$ cat src/rtl/sdrc_req_arbiter_pkg.sv
`default_nettype none
// ============================================================================
//  Module      : sdrc_req_arbiter_pkg
//  Description : Shared types for the SDRAM-controller request arbiter.
//                Holds the FSM state encoding and the round-robin pointer
//                advance helper.
//  Revision    : 1.0 - initial release
// ============================================================================
package sdrc_req_arbiter_pkg;

    // Width of the arbiter state register
    localparam int ARB_STATE_W = 2;

    // Arbiter FSM states
    typedef enum logic [ARB_STATE_W-1:0] {
        ARB_IDLE  = 2'd0,
        ARB_REQ   = 2'd1,
        ARB_WDATA = 2'd2,
        ARB_RDATA = 2'd3
    } arb_state_e;

    // Next round-robin start position after index idx, wrapping at n
    function automatic int rr_advance(input int idx, input int n);
        rr_advance = (idx + 1 >= n) ? 0 : idx + 1;
    endfunction

endpackage
`default_nettype wire

$ cat src/rtl/sdrc_rr_pick.sv
`default_nettype none
// ============================================================================
//  Module      : sdrc_rr_pick
//  Description : Combinational rotate-priority encoder. Returns the first
//                asserted request at or after ptr_i, wrapping around.
//  Revision    : 1.0 - initial release
// ============================================================================
module sdrc_rr_pick #(
    parameter int N_PORTS = 4,
    parameter int GW      = 2
) (
    input  logic [N_PORTS-1:0] req_i,
    input  logic [GW-1:0]      ptr_i,
    output logic [GW-1:0]      idx_o,
    output logic               valid_o
);

    logic [GW-1:0] w_cand;

    // Scan from the farthest offset down to zero so the nearest requester wins
    always_comb begin
        idx_o   = '0;
        valid_o = 1'b0;
        w_cand  = '0;
        for (int k = N_PORTS - 1; k >= 0; k--) begin
            w_cand = GW'((32'(ptr_i) + k) % N_PORTS);
            if (req_i[w_cand]) begin
                idx_o   = w_cand;
                valid_o = 1'b1;
            end
        end
    end

endmodule
`default_nettype wire

$ cat src/rtl/sdrc_req_arbiter.sv
`default_nettype none
// ============================================================================
//  Module      : sdrc_req_arbiter
//  Description : Shares the single SDRAM-controller application request port
//                among N_PORTS masters. Round-robin grant, held for a whole
//                transaction (request plus full data phase), one transaction
//                outstanding at a time.
//  Options     : SDRC_ARB_PRIO0_EN - port 0 has strict priority; round-robin
//                applies among ports 1..N_PORTS-1 only.
//  Revision    : 1.0 - initial release
// ============================================================================
module sdrc_req_arbiter
    import sdrc_req_arbiter_pkg::*;
#(
    parameter int N_PORTS = 4,
    parameter int APP_AW  = 30,
    parameter int APP_DW  = 32,
    parameter int APP_BW  = 4,
    parameter int APP_RW  = 9
) (
    input  logic                          clk,
    input  logic                          reset_n,
    // Requester side
    input  logic [N_PORTS-1:0]            p_req,
    input  logic [N_PORTS*APP_AW-1:0]     p_addr,
    input  logic [N_PORTS*APP_RW-1:0]     p_len,
    input  logic [N_PORTS-1:0]            p_wr_n,
    input  logic [N_PORTS-1:0]            p_dma_last,
    input  logic [N_PORTS*APP_DW-1:0]     p_wr_data,
    input  logic [N_PORTS*APP_BW-1:0]     p_wr_en_n,
    output logic [N_PORTS-1:0]            p_ack,
    output logic [N_PORTS-1:0]            p_wr_next,
    output logic [N_PORTS-1:0]            p_rd_valid,
    output logic [APP_DW-1:0]             p_rd_data,
    // Controller side
    output logic                          m_sdr_req,
    output logic [APP_AW-1:0]             m_req_addr,
    output logic [APP_RW-1:0]             m_req_len,
    output logic                          m_req_wr_n,
    output logic                          m_dma_last,
    input  logic                          m_req_ack,
    output logic [APP_DW-1:0]             m_wr_data,
    output logic [APP_BW-1:0]             m_wr_en_n,
    input  logic                          m_wr_next,
    input  logic [APP_DW-1:0]             m_rd_data,
    input  logic                          m_rd_valid,
    // Status
    output logic [$clog2(N_PORTS)-1:0]    gnt_id,
    output logic                          busy
);

    localparam int GW = $clog2(N_PORTS);

    arb_state_e        state_q;
    logic [GW-1:0]     gnt_id_q;
    logic [GW-1:0]     ptr_q;
    logic [GW-1:0]     ptr_d;
    logic [APP_RW-1:0] cnt_q;

    logic [N_PORTS-1:0] w_rr_req;
    logic [GW-1:0]      w_rr_idx;
    logic               w_rr_vld;
    logic [GW-1:0]      w_win_idx;
    logic               w_win_vld;
    logic               w_adv_ptr;

    logic [APP_AW-1:0]  w_sel_addr;
    logic [APP_RW-1:0]  w_sel_len;
    logic               w_sel_wr_n;
    logic               w_sel_dma;
    logic [APP_DW-1:0]  w_sel_wdata;
    logic [APP_BW-1:0]  w_sel_be_n;
    logic [N_PORTS-1:0] w_owner_oh;
    logic               w_in_req;
    logic               w_in_wdata;
    logic               w_in_rdata;

    // ------------------------------------------------------------------
    // Winner selection
    // ------------------------------------------------------------------
    sdrc_rr_pick #(
        .N_PORTS (N_PORTS),
        .GW      (GW)
    ) u_rr_pick (
        .req_i   (w_rr_req),
        .ptr_i   (ptr_q),
        .idx_o   (w_rr_idx),
        .valid_o (w_rr_vld)
    );

`ifdef SDRC_ARB_PRIO0_EN
    // Port 0 pre-empts the rotation; the pointer only rotates over ports 1..N-1
    assign w_rr_req  = {p_req[N_PORTS-1:1], 1'b0};
    assign w_win_vld = p_req[0] | w_rr_vld;
    assign w_win_idx = p_req[0] ? '0 : w_rr_idx;
    assign w_adv_ptr = (gnt_id_q != '0);
`else
    assign w_rr_req  = p_req;
    assign w_win_vld = w_rr_vld;
    assign w_win_idx = w_rr_idx;
    assign w_adv_ptr = 1'b1;
`endif

    // Pointer moves to the port just after the one being accepted
    assign ptr_d = GW'(rr_advance(32'(gnt_id_q), N_PORTS));

    // ------------------------------------------------------------------
    // Owner field muxes
    // ------------------------------------------------------------------
    assign w_sel_addr  = p_addr   [32'(gnt_id_q)*APP_AW +: APP_AW];
    assign w_sel_len   = p_len    [32'(gnt_id_q)*APP_RW +: APP_RW];
    assign w_sel_wdata = p_wr_data[32'(gnt_id_q)*APP_DW +: APP_DW];
    assign w_sel_be_n  = p_wr_en_n[32'(gnt_id_q)*APP_BW +: APP_BW];
    assign w_sel_wr_n  = p_wr_n[gnt_id_q];
    assign w_sel_dma   = p_dma_last[gnt_id_q];
    assign w_owner_oh  = N_PORTS'(1) << gnt_id_q;

    assign w_in_req   = (state_q == ARB_REQ);
    assign w_in_wdata = (state_q == ARB_WDATA);
    assign w_in_rdata = (state_q == ARB_RDATA);

    // ------------------------------------------------------------------
    // Arbiter FSM: grant, request hand-off and beat counting
    // ------------------------------------------------------------------
    always_ff @(posedge clk) begin
        if (!reset_n) begin
            state_q  <= ARB_IDLE;
            gnt_id_q <= '0;
            ptr_q    <= '0;
            cnt_q    <= '0;
        end else begin
            case (state_q)
                ARB_IDLE: begin
                    if (w_win_vld) begin
                        gnt_id_q <= w_win_idx;
                        state_q  <= ARB_REQ;
                    end
                end
                ARB_REQ: begin
                    if (m_req_ack) begin
                        cnt_q <= w_sel_len;
                        if (w_adv_ptr) begin
                            ptr_q <= ptr_d;
                        end
                        if (w_sel_len == '0) begin
                            state_q <= ARB_IDLE;
                        end else if (w_sel_wr_n) begin
                            state_q <= ARB_RDATA;
                        end else begin
                            state_q <= ARB_WDATA;
                        end
                    end
                end
                ARB_WDATA: begin
                    if (m_wr_next) begin
                        cnt_q <= cnt_q - APP_RW'(1);
                        if (cnt_q == APP_RW'(1)) begin
                            state_q <= ARB_IDLE;
                        end
                    end
                end
                ARB_RDATA: begin
                    if (m_rd_valid) begin
                        cnt_q <= cnt_q - APP_RW'(1);
                        if (cnt_q == APP_RW'(1)) begin
                            state_q <= ARB_IDLE;
                        end
                    end
                end
                default: begin
                    state_q <= ARB_IDLE;
                end
            endcase
        end
    end

    // ------------------------------------------------------------------
    // Outputs: request fields are only presented while in REQ so the
    // idle values (wr_n=1, byte enables off) hold everywhere else.
    // ------------------------------------------------------------------
    assign m_sdr_req  = w_in_req;
    assign m_req_addr = w_in_req ? w_sel_addr : '0;
    assign m_req_len  = w_in_req ? w_sel_len  : '0;
    assign m_req_wr_n = w_in_req ? w_sel_wr_n : 1'b1;
    assign m_dma_last = w_in_req ? w_sel_dma  : 1'b0;

    assign m_wr_data  = w_in_wdata ? w_sel_wdata : '0;
    assign m_wr_en_n  = w_in_wdata ? w_sel_be_n  : '1;

    assign p_ack      = (w_in_req   && m_req_ack)  ? w_owner_oh : '0;
    assign p_wr_next  = (w_in_wdata && m_wr_next)  ? w_owner_oh : '0;
    assign p_rd_valid = (w_in_rdata && m_rd_valid) ? w_owner_oh : '0;
    assign p_rd_data  = w_in_rdata ? m_rd_data : '0;

    assign gnt_id = gnt_id_q;
    assign busy   = (state_q != ARB_IDLE);

    // Owner must keep its request asserted until it is accepted
    a_owner_holds_req: assert property (
        @(posedge clk) disable iff (!reset_n)
        (state_q == ARB_REQ) |-> p_req[gnt_id_q]
    );

endmodule
`default_nettype wire

$ cat config.mk
export PLATFORM = sky130hd
export DESIGN_NAME = sdrc_req_arbiter
export DESIGN_NICKNAME = d
export VERILOG_FILES = /design/src/rtl/sdrc_req_arbiter_pkg.sv /design/src/rtl/sdrc_rr_pick.sv /design/src/rtl/sdrc_req_arbiter.sv
export SDC_FILE = /design/constraint.sdc
export NUM_CORES = 1
export LEC_CHECK = 0
export BUFFER_PORTS_ARGS = -buffer_cell sky130_fd_sc_hd__buf_2
export CORE_AREA = 4 4 184 186
export DETAILED_ROUTE_END_ITERATION = 16
export DIE_AREA = 0 0 188 190
export HOLD_SLACK_MARGIN = 0.02
export PLACE_DENSITY_LB_ADDON = 0.08
export SLEW_MARGIN = 5
export SYNTH_ARGS = -nofsm -noshare
export SYNTH_HDL_FRONTEND = slang
export SYNTH_HIERARCHICAL = 1
export SYNTH_SLANG_ARGS = --single-unit
$ cat constraint.sdc
create_clock -name clk -period 2.35 [get_ports clk]
set_clock_uncertainty 0.15 [all_clocks]
set_input_delay 0.235 -clock clk [delete_from_list [all_inputs] [get_ports clk]]
set_output_delay 0.235 -clock clk [all_outputs]
set_load 0.005 [all_outputs]
[After elaboration in Yosys (flattened, before gate mapping)]
Cells that the tools add are included.
Storage, ports and cells
  register bits: 15
  bits of input ports: 349
  output and inout port bits: 125
  logic and storage cells: 84
Cells by class
  add/sub/neg operators: 5
  $mul: 2
  order comparisons: 6
  equal/unequal tests: 8
  shift-type cells: 5
  mux-type cells: 43
  reductions and logical operators: 11
Operator list (number)
  indexed part select 128 x 8 -> 32 bit: 1
  indexed part select 120 x 8 -> 30 bit: 1
  2-to-1 mux 32 bit: 2
  2-to-1 mux 9 bit: 4
  indexed part select 36 x 7 -> 9 bit: 1
  2-to-1 mux 30 bit: 1
  case mux 9 bit (3 select lines): 1
  2-to-1 mux 2 bit: 11
  2-to-1 mux 4 bit: 4
  indexed part select 16 x 5 -> 4 bit: 1
  less-than comparator 2 x 3 -> 1 bit, second input constant: 5
  2-to-1 mux 1 bit: 13
  binary-select mux 1 bit (select 2 bit): 6
  multiplier 2 x 4 -> 6 bit, second input constant: 2
  equality test 9 x 1 -> 1 bit, second input constant: 1
  logical NOT 9 bit: 1
  subtractor 9 x 1 -> 9 bit, second input constant: 1
  case mux 2 bit (4 select lines): 1
  AND reduction 4 bit: 2
  != test 2 bit, second input constant: 3
  adder 2 bit, second input constant: 2
  equality test 2 bit, second input constant: 2
  AND reduction 2 bit: 2
  left shift 1 x 2 -> 4 bit, first input constant: 1
  other kinds (9): 11

[Logic depth before layout (Yosys ltp)]
Gate-level depths: netlist of the first run.
  depth in word-level cells: 9
  mapped depth: 7
  gate-level depth less buffers: 6

[By module]
Netlist of the first run, hierarchy kept.
By module, submodules not included
  sdrc_req_arbiter: times used 1, cells each 350, area each 3626.0 um^2, sequential area each 300.3 um^2
  sdrc_rr_pick: times used 1, cells each 13, area each 77.6 um^2, sequential area each 0.0 um^2

[Worst setup path after synthesis of the first run]
No wires, ideal clock.
  path kind: reg2out
  start: register gnt_id_q[0] (netlist: gnt_id[0])
  end: output m_wr_data[23]
  arrival: 1.944 ns
  data required time: 1.965 ns
  setup slack: 0.021 ns
  stages on the path, launching flop included: 6
  buffers on the path: 3
  cell sequence: dfxtp_1 buf_6 buf_2 buf_1 mux4_2 and2_1
On the way
  cells in the longest elaborated chain, start to end: 2
RTL lines
  start: declaration: line sdrc_req_arbiter.sv:55  | logic [GW-1:0] gnt_id_q;
  start signal: assignment: line sdrc_req_arbiter.sv:135  | gnt_id_q <= w_win_idx;
  indexed part select 128 x 8 -> 32 bit: line sdrc_req_arbiter.sv:112  | assign w_sel_wdata = p_wr_data[32'(gnt_id_q)*APP_DW +: APP_DW];
  2-to-1 mux 32 bit: line sdrc_req_arbiter.sv:187  | assign m_wr_data = w_in_wdata ? w_sel_wdata : '0;
  end: declaration: line sdrc_req_arbiter.sv:42  | output logic [APP_DW-1:0] m_wr_data,
Every way passes these cells.

[Worst setup path in the final report of the first run]
  start: register gnt_id_q[0] (netlist: gnt_id[0])
  end: output m_wr_data[20]
Same word-level chain as after synthesis.

==> flow_metrics.py, run 1 <==
metrics = {
    "timing": {
        "finalMaxSlewViolations": 0,
        "final.setup.tns_ps": 0,
        "clock.fmax_mhz": 436.4,
        "setup_violations": 0,
        "min_period_ps": 2292,
        "slew_headroom_pct": 70.32,
        "worst_pin_slew_ps": 444.2,
        "hold_violations": 0,
        "hold_ws_ps": 203.4,
        "grt_setup_unrepaired": "true",
        "fin_crit_sh_pct": 97.52,
    },
    "global_routing": {
        "grt_antenna_before_repair": 0,
        "track_usage_pct": 12.87,
        "grt_overflow_total": 0,
        "grt_pass1_wl_um": 35170,
        "grt_pass1_vias": 5584,
        "grt_max_degree": 44,
    },
    "routing": {
        "routedWlPerCell_um": 19.65,
        "wirelength_um": 25170,
        "vias": 5112,
        "final_antenna_net_count": 0,
        "drc": 0,
        "dr.first_iter.drc_count": 131,
        "via_per_inst": 3.991,
        "drt_first_pass_iters": 4,
    },
    "worst_setup_path": {
        "cp.required_ps": 1970,
        "critPathMaxFanout": 7,
        "critPathLaunchType": "flip-flop",
        "cp-end-kind": "primary output",
        "critPathArrivalTime_ps": 1910,
        "worst-setup-path-type": "flip-flop to primary output",
    },
    "synthesis": {
        "synthDistinctLibCells": 42,
        "yosysSeqAreaShare_pct": 8.108,
        "synthTopCellsByArea": "mux4_2 (46%), and2_1 (13%), dfxtp_1 (8.1%), and3_1 (7.4%), clkbuf_1 (2.6%)",
        "synth_warnings": 6,
        "synth_flop_cell": "dfxtp_1",
        "syn-num-nets": 718,
        "synth_top_cell_by_area": "mux4_2",
        "post_synth.cell_area_avg_um2": 10.20,
        "syn_inst": 363,
        "synth_edf_count": 0,
        "synth_top_area_share_pct": 46.22,
        "ys_ff_latch": 15,
        "postSynth.asyncResetShare_pct": 0,
        "netlist_area_um2": 3704,
    },
    "cts": {
        "cts_tree": "done",
        "ctsHoldBuffers": 0,
        "numCtsBuffers": 3,
        "htree_levels": 1,
        "root_buffer": "clkbuf_16",
        "insertion_delay_ps": 250,
        "clkSinkCount": 15,
        "cts.clk_slew.worst_paths_ps": 50,
        "clockBufferDepth": 2,
    },
    "finish": {
        "layout_commonest_cell": "buf_2",
        "nets": 1195,
        "drive_gt1_share_pct": 73.66,
        "mostFrequentLayoutCells": "buf_2 (472), mux4_2 (76), and2_1 (71)",
        "final_cells": 1281,
        "antennaDiodeCount": 0,
        "stdcell_area_um2": 7106,
        "areaGrowthSynthToFinish_pct": 91.86,
    },
    "power": {
        "ir_worst_vdd_uv": 315.9,
        "p_leak_uw": 0.003608,
        "power.density_nw_per_um2": 646.8,
    },
    "die": {
        "die_y_um": 190,
        "core_area_um2": 32290,
        "die_w_um": 188,
        "num_rows": 66,
        "dieArea_um2": 35720,
        "start_util_pct": 11.47,
        "ios": 474,
    },
    "status": {
        "status": "complete, no violations",
    },
    "placement": {
        "hpwl_um": 21280,
        "routabilityCongestion": 0.7637,
        "dp.cells": 1269,
        "place_area_um2": 6832,
        "io_buffer_count": 473,
    },
    "worst_hold_path": {
        "hp-class": "input port to flip-flop",
    },
    "job": {
        "max_cap_violations": 0,
    },
}
-- routing by layer --
| layer | vias to the layer above | track usage [%] | share of wire (%) | wire (um) |
|---|---|---|---|---|
| li1 | 2382 | - | - | - |
| met1 | 2468 | 14.05 | 35 | 8866 |
| met2 | 248 | 25.33 | 56 | 14060 |
| met3 | 14 | 3.596 | 8.0 | 2017 |
| met4 | 0 | 1.496 | 0.88 | 221 |
| met5 | - | 0 | 0 | 0 |
-- timing repair --
item                       CTS  global route
setup endpoints to repair   61            18
gates cloned                 2             1
setup buffers                4             1
pin swaps                    1             2
gates resized for setup      6             8
-- metrics by stage --
step / total power, uW / util [%] / worst slack [ps]
finish: 4596 / 22.01 / 58.39
detailed placement: 4145 / 21.16 / 71.66
CTS: 4666 / 21.79 / 4.653
floorplan: 2464 / - / 20.61
global placement: 4224 / 21.16 / 62.16
global route: 5041 / 22.01 / -21.29
-- report_power, final --
part	switching [uW]	total, uW	internal, uW
Clock	114	345	230
Combinational	1710	3760	2050
Sequential	134	489	355
Total	1960	4600	2640
-- final timing paths --
kind / from / end / slack (ps) / cells after the start
hold / removal: m_req_ack / ptr_q[1] / 200 / 3
setup / recovery: gnt_id[0] / m_wr_data[20] / 60 / 6
setup reg to reg: gnt_id[0] / state_q[1] / 70 / 6
hold reg to reg: ptr_q[0] / ptr_q[0] / 380 / 2
-- final cells by class --
type | count | area, um^2
inverter | 6 | 22.52
clock buffer | 4 | 78.83
tap | 442 | 553.0
multi-input combinational | 302 | 3248
timing repair buffer | 512 | 2894
sequential | 15 | 309.0
fill | 3617 | 25180
-- logic make-up after synthesis --
logic type,after synthesis,synth area share (%)
compound gates,39,8.176
fa+ha+maj,6,2.027
buf+inv,46,5.169
flops,15,8.108
mux,82,48.38
simple gates,175,28.14
-- worst max-delay path, stage by stage (launching register included) --
cell and delay, ps:
dfxtp_4 370, buf_12 140, buf_16 150, buf_4 130, mux4_2 490, and2_1 210, buf_2 140
-- synth_stat cells (5+ instances only) --
library cell and count:
mux4_2 76, ha_1 6, and2_1 75, inv_1 6
nand2b_1 7, a21oi_1 6, o221a_2 5, clkbuf_1 26
and3_1 44, nand2_1 12, nor2b_1 6, o21ai_0 6
nor2_1 13, buf_2 9, dfxtp_1 15
-- registers in the layout, summed over array words and instances (netlist names) --
name	flops
cnt_q	9
gnt_id	2
ptr_q	2
state_q	2
(Power assumes the default switching activity.)
==> run 2, diff against run 1 <==
--- a/config.mk
+++ b/config.mk
@@ -7,6 +7,7 @@
 export LEC_CHECK = 0
 export BUFFER_PORTS_ARGS = -buffer_cell sky130_fd_sc_hd__buf_2
 export CORE_AREA = 4 4 184 186
+export CTS_BUF_LIST = sky130_fd_sc_hd__clkbuf_8
 export DETAILED_ROUTE_END_ITERATION = 16
 export DIE_AREA = 0 0 188 190
 export HOLD_SLACK_MARGIN = 0.02
==> run 2 against run 1 <==
Non-clock buffer count up 4. Via count rose by 0.67%. Wire length is 0.46% higher. Worst setup slack got worse by 4.5 ps. Hold slack got worse by 6.6 ps. Combinational power up 5.3%. Highest routed layer unchanged. Flip-flop and latch count is the same. Largest cell class unchanged.
==> flow_metrics.py, run 2 (synthesized netlist as in run 1, its figures left out) <==
metrics = {
    "cts": {
        "cts_tree": "done",
        "root_buffer": "clkbuf_8",
        "htree_levels": 1,
        "cts.clk_slew.worst_paths_ps": 70,
        "ctsHoldBuffers": 0,
        "insertion_delay_ps": 250,
        "clockBufferDepth": 2,
        "clkSinkCount": 15,
        "numCtsBuffers": 3,
    },
    "worst_setup_path": {
        "path_depth": 5,
        "critPathArrivalTime_ps": 1910,
        "worst-setup-path-type": "flip-flop to primary output",
        "ff2ff_path_depth": 7,
        "cp.required_ps": 1970,
        "critPathMaxFanout": 13,
        "crit_chain": "buf_12 > bufbuf_16 > mux4_2 > and2_1 > buf_2",
        "slowest_stage": "mux4_2",
        "critPathBufInv": 3,
        "slowest_delay_ps": 510,
        "critPathLaunchType": "flip-flop",
        "critical-path-top-delay-family": "buffers and inverters",
        "cp-end-kind": "primary output",
    },
    "timing": {
        "slew_headroom_pct": 70.37,
        "finalMaxSlewViolations": 0,
        "setup_violations": 0,
        "clock.fmax_mhz": 435.5,
        "min_period_ps": 2296,
        "fin_crit_sh_pct": 97.71,
        "hold_violations": 0,
        "hold_ws_ps": 196.7,
        "worst_pin_slew_ps": 443.5,
        "grt_setup_unrepaired": "true",
    },
    "placement": {
        "place_area_um2": 6832,
        "hpwl_um": 21280,
        "dp.cells": 1269,
        "routabilityCongestion": 0.7637,
        "io_buffer_count": 473,
    },
    "routing": {
        "drt_first_pass_iters": 6,
        "routedWlPerCell_um": 19.68,
        "vias": 5146,
        "dr.first_iter.drc_count": 192,
        "via_per_inst": 4.005,
        "wirelength_um": 25290,
        "drc": 0,
        "final_antenna_net_count": 0,
    },
    "die": {
        "dieArea_um2": 35720,
        "die_w_um": 188,
        "start_util_pct": 11.47,
        "ios": 474,
        "num_rows": 66,
        "die_y_um": 190,
        "core_area_um2": 32290,
    },
    "global_routing": {
        "grt_max_degree": 44,
        "grt_pass1_vias": 5600,
        "grt_pass1_wl_um": 35220,
        "grt_overflow_total": 0,
        "track_usage_pct": 12.87,
        "grt_antenna_before_repair": 0,
    },
    "power": {
        "power.density_nw_per_um2": 646.2,
        "p_leak_uw": 0.003655,
        "ir_worst_vdd_uv": 247.5,
    },
    "finish": {
        "seq_area_um2": 309.0,
        "stdcell_area_um2": 7233,
        "antennaDiodeCount": 0,
        "final_util_pct": 22.40,
        "layout_commonest_cell": "buf_2",
        "nets": 1199,
        "drive_gt1_share_pct": 75.68,
        "mostFrequentLayoutCells": "buf_2 (455), mux4_2 (76), and2_1 (54)",
        "regMostFlops": "cnt_q",
        "nFillCells": 3614,
        "multi_input_area_um2": 3286,
        "largest_register_ff_count": 9,
        "final_cells": 1285,
        "areaGrowthSynthToFinish_pct": 95.30,
    },
    "job": {
        "max_cap_violations": 0,
    },
    "status": {
        "status": "complete, no violations",
    },
    "worst_hold_path": {
        "min_path_cells": 3,
        "hp-class": "input port to flip-flop",
    },
}
## run 2: cell count changes in the layout (fill, tap and decap cells not counted)
cell and delta:
and2_1 -17, and2_4 +17, buf_2 -17, buf_6 +17, buf_4 +5, clkbuf_16 -3, clkbuf_8 +3, buf_12 -1
clkbuf_1 -1, inv_1 +1, or3_1 +1, or3_4 -1
## run 2: cell type report
cell class              instances  share of cell area [%]
multi-input cells             302                   45.42
well taps                     442                   7.646
inverters                       6                  0.3114
flip-flops and latches         15                   4.273
repair buffers                516                   41.72
clock inverters                 1                 0.05189
clock buffers                   3                  0.5708
## run 2: metrics by stage
stage	total power [uW]	setup TNS (ps)	setup slack [ps]
finish	4674	0	53.86
global route	5118	-601.2	-51.59
CTS	4544	-4.134	-2.724
detailed placement	4145	0	71.66
global placement	4224	0	62.16
floorplan	2464	0	20.61
## run 2: worst reg2reg max path, delay by kind of cell (launching register included)
kind	cells	cell delay, ps
AOI/OAI and AO/OA	2	350
buffers and inverters	3	400
DFF	1	380
muxes	1	520
and+or+nand+nor	1	340
## run 2: timing repair
| item | in CTS | in global routing |
|---|---|---|
| gates cloned | 2 | 1 |
| setup buffers | 6 | 3 |
| pin swaps | 0 | 3 |
| setup endpoints to repair | 66 | 47 |
| resized for setup | 7 | 40 |
## run 2: final timing paths
check,from,to,slack (ps)
max,gnt_id[0],m_req_addr[19],50
max reg2reg,gnt_id[0],state_q[1],80
min reg2reg,ptr_q[0],ptr_q[0],390
min,m_req_ack,ptr_q[1],200
## run 2: power breakdown
group          internal [uW]  leakage (uW)  total, uW  switching (uW)
sequential               354      0.000125        489             135
clock                    116     0.0000269        220             104
combinational           2210       0.00350       3960            1760
## run 2: per-layer routing
layer	vias to the layer above	part of all wire, %	track usage, %
met5	-	0	0
met4	0	0.81	1.355
met3	12	7.7	3.523
met2	237	56	25.39
met1	2510	36	14.12
li1	2387	-	-
==> run 3, diff against run 2 <==
--- a/config.mk
+++ b/config.mk
@@ -12,6 +12,7 @@
 export DIE_AREA = 0 0 188 190
 export HOLD_SLACK_MARGIN = 0.02
 export PLACE_DENSITY_LB_ADDON = 0.08
+export REMOVE_ABC_BUFFERS = 1
 export SLEW_MARGIN = 5
 export SYNTH_ARGS = -nofsm -noshare
 export SYNTH_HDL_FRONTEND = slang
==> run 3 against run 2 <==
First-iteration DRC count decreased by 54%. Sequential power grew 4.3%. Via count decreased by 1.3%. Power shrank 4.6%. Register-to-register slack got worse by 70 ps.
==> flow_metrics.py, run 3 (synthesized netlist as in run 1, its figures left out) <==
metrics = {
    "worst_setup_path": {
        "r2r_slack_ps": 10,
        "reg2reg_to": "state_q[1]",
        "critPathLaunchType": "flip-flop",
        "critPathArrivalTime_ps": 2330,
        "timing.rr.start": "gnt_id[0]",
        "crit_path_start": "gnt_id[0]",
        "ff2ff_path_depth": 6,
        "slowest_delay_ps": 500,
        "crit_chain": "buf_6 > mux4_2 > or3_4 > o41ai_4 > buf_4 > a31oi_1",
        "crit_end": "state_q[1]",
        "worst-setup-path-type": "flip-flop to flip-flop",
        "cp.required_ps": 2340,
        "critPathMaxFanout": 7,
        "slowest_stage": "mux4_2",
        "cp-end-kind": "flip-flop",
    },
    "placement": {
        "routabilityCongestion": 0.8232,
        "hpwl_um": 21030,
        "place_area_um2": 6686,
        "dp.cells": 1258,
        "dp_slack_ps": -82.17,
        "io_buffer_count": 473,
    },
    "cts": {
        "clockBufferDepth": 2,
        "root_buffer": "clkbuf_8",
        "numCtsBuffers": 3,
        "htree_levels": 1,
        "insertion_delay_ps": 270,
        "ctsHoldBuffers": 0,
        "cts_tree": "done",
        "cts.clk_slew.worst_paths_ps": 70,
        "clkSinkCount": 15,
    },
    "finish": {
        "mostFrequentLayoutCells": "buf_2 (452), mux4_2 (76), and2_1 (59)",
        "final_cells": 1276,
        "drive_gt1_share_pct": 75.21,
        "stdcell_area_um2": 7074,
        "nets": 1183,
        "areaGrowthSynthToFinish_pct": 91.01,
        "regMostFlops": "cnt_q",
        "largest_register_ff_count": 9,
        "layout_commonest_cell": "buf_2",
        "final_util_pct": 21.91,
    },
    "die": {
        "ios": 474,
        "dieArea_um2": 35720,
        "start_util_pct": 11.47,
        "core_area_um2": 32290,
        "die_y_um": 190,
        "die_w_um": 188,
        "num_rows": 66,
    },
    "timing": {
        "hold_violations": 0,
        "grt_setup_unrepaired": "true",
        "setup_violations": 0,
        "fin_crit_sh_pct": 99.40,
        "min_period_ps": 2336,
        "clock.fmax_mhz": 428.1,
        "worst_pin_slew_ps": 419.9,
        "setup_ws_ps": 14.19,
        "finalMaxSlewViolations": 0,
        "slew_headroom_pct": 71.95,
    },
    "power": {
        "p_leak_uw": 0.003570,
        "ir_worst_vdd_uv": 293.8,
        "power.total_uw": 4458,
        "power.density_nw_per_um2": 630.1,
    },
    "routing": {
        "via_per_inst": 3.979,
        "routedWlPerCell_um": 19.02,
        "drc": 0,
        "vias": 5077,
        "final_antenna_net_count": 0,
        "dr.first_iter.drc_count": 89,
        "wirelength_um": 24280,
        "drt_first_pass_iters": 4,
    },
    "global_routing": {
        "track_usage_pct": 12.69,
        "grt_max_degree": 51,
        "grt_overflow_total": 0,
        "grt_pass1_wl_um": 35070,
        "grt_antenna_before_repair": 10,
        "grt_pass1_vias": 5706,
    },
    "job": {
        "max_cap_violations": 0,
    },
    "worst_hold_path": {
        "hp-class": "input port to flip-flop",
    },
    "status": {
        "status": "complete, no violations",
    },
}
[run 3: cell types whose count changed in the layout (fill, tap and decap cells not counted), sizes merged]
cell    delta
buf       -14
diode      +7
bufbuf     -1
clkbuf     -1
[run 3: per-layer routing]
layer	wire [um]	track usage [%]	vias to the layer above
li1	-	-	2359
met1	8661	13.33	2437
met2	13160	24.40	250
met3	1985	3.817	25
met4	421	3.529	6
met5	46	0	-
[run 3: worst max-delay path: cells and delay by family (launching register included)]
family	cells	cell delay, ps
muxes	1	500
DFF	1	460
and+or+nand+nor	1	420
AOI/OAI and AO/OA	2	380
buffers and inverters	2	310
[run 3: worst min-delay path by stage]
stage,slack (ps),cells after the start,endpoint,from
2_1_floorplan,210,1,gnt_id[0],reset_n
3_3_place_gp,380,2,ptr_q[0],ptr_q[0]
3_5_place_dp,370,2,ptr_q[0],ptr_q[0]
4_1_cts,180,3,ptr_q[1],m_req_ack
5_1_grt,240,3,ptr_q[1],m_req_ack
6_report,170,3,ptr_q[1],m_req_ack
[run 3: final cells by class]
type,count,area [um^2]
Inverter,6,22.52
Timing Repair Buffer,500,2808
Multi-Input combinational cell,302,3319
Antenna cell,7,17.52
Tap cell,442,553.0
Clock buffer,3,41.29
Fill cell,3634,25210
Clock inverter,1,3.754
Sequential cell,15,309.0
[run 3: through the flow]
step / hold slack (ps) / TNS (ps)
floorplan: 213.2 / -228870
global placement: 382.5 / -123.1
detailed placement: 370.1 / -132.1
CTS: 175.4 / -117.1
global route: 244.9 / -970.3
finish: 173.7 / 0
[run 3: where the power goes]
group	internal (uW)	leakage [uW]	switching (uW)
logic	2040	0.00342	1680
clock network	117	0.0000269	117
registers	354	0.000125	156
[run 3: what timing repair did]
item | CTS | global route
setup endpoints to repair | 36 | 39
gates resized for setup | 17 | 34
buffers inserted | 5 | 1
pin swaps | 6 | 8
cloned | 1 | 0
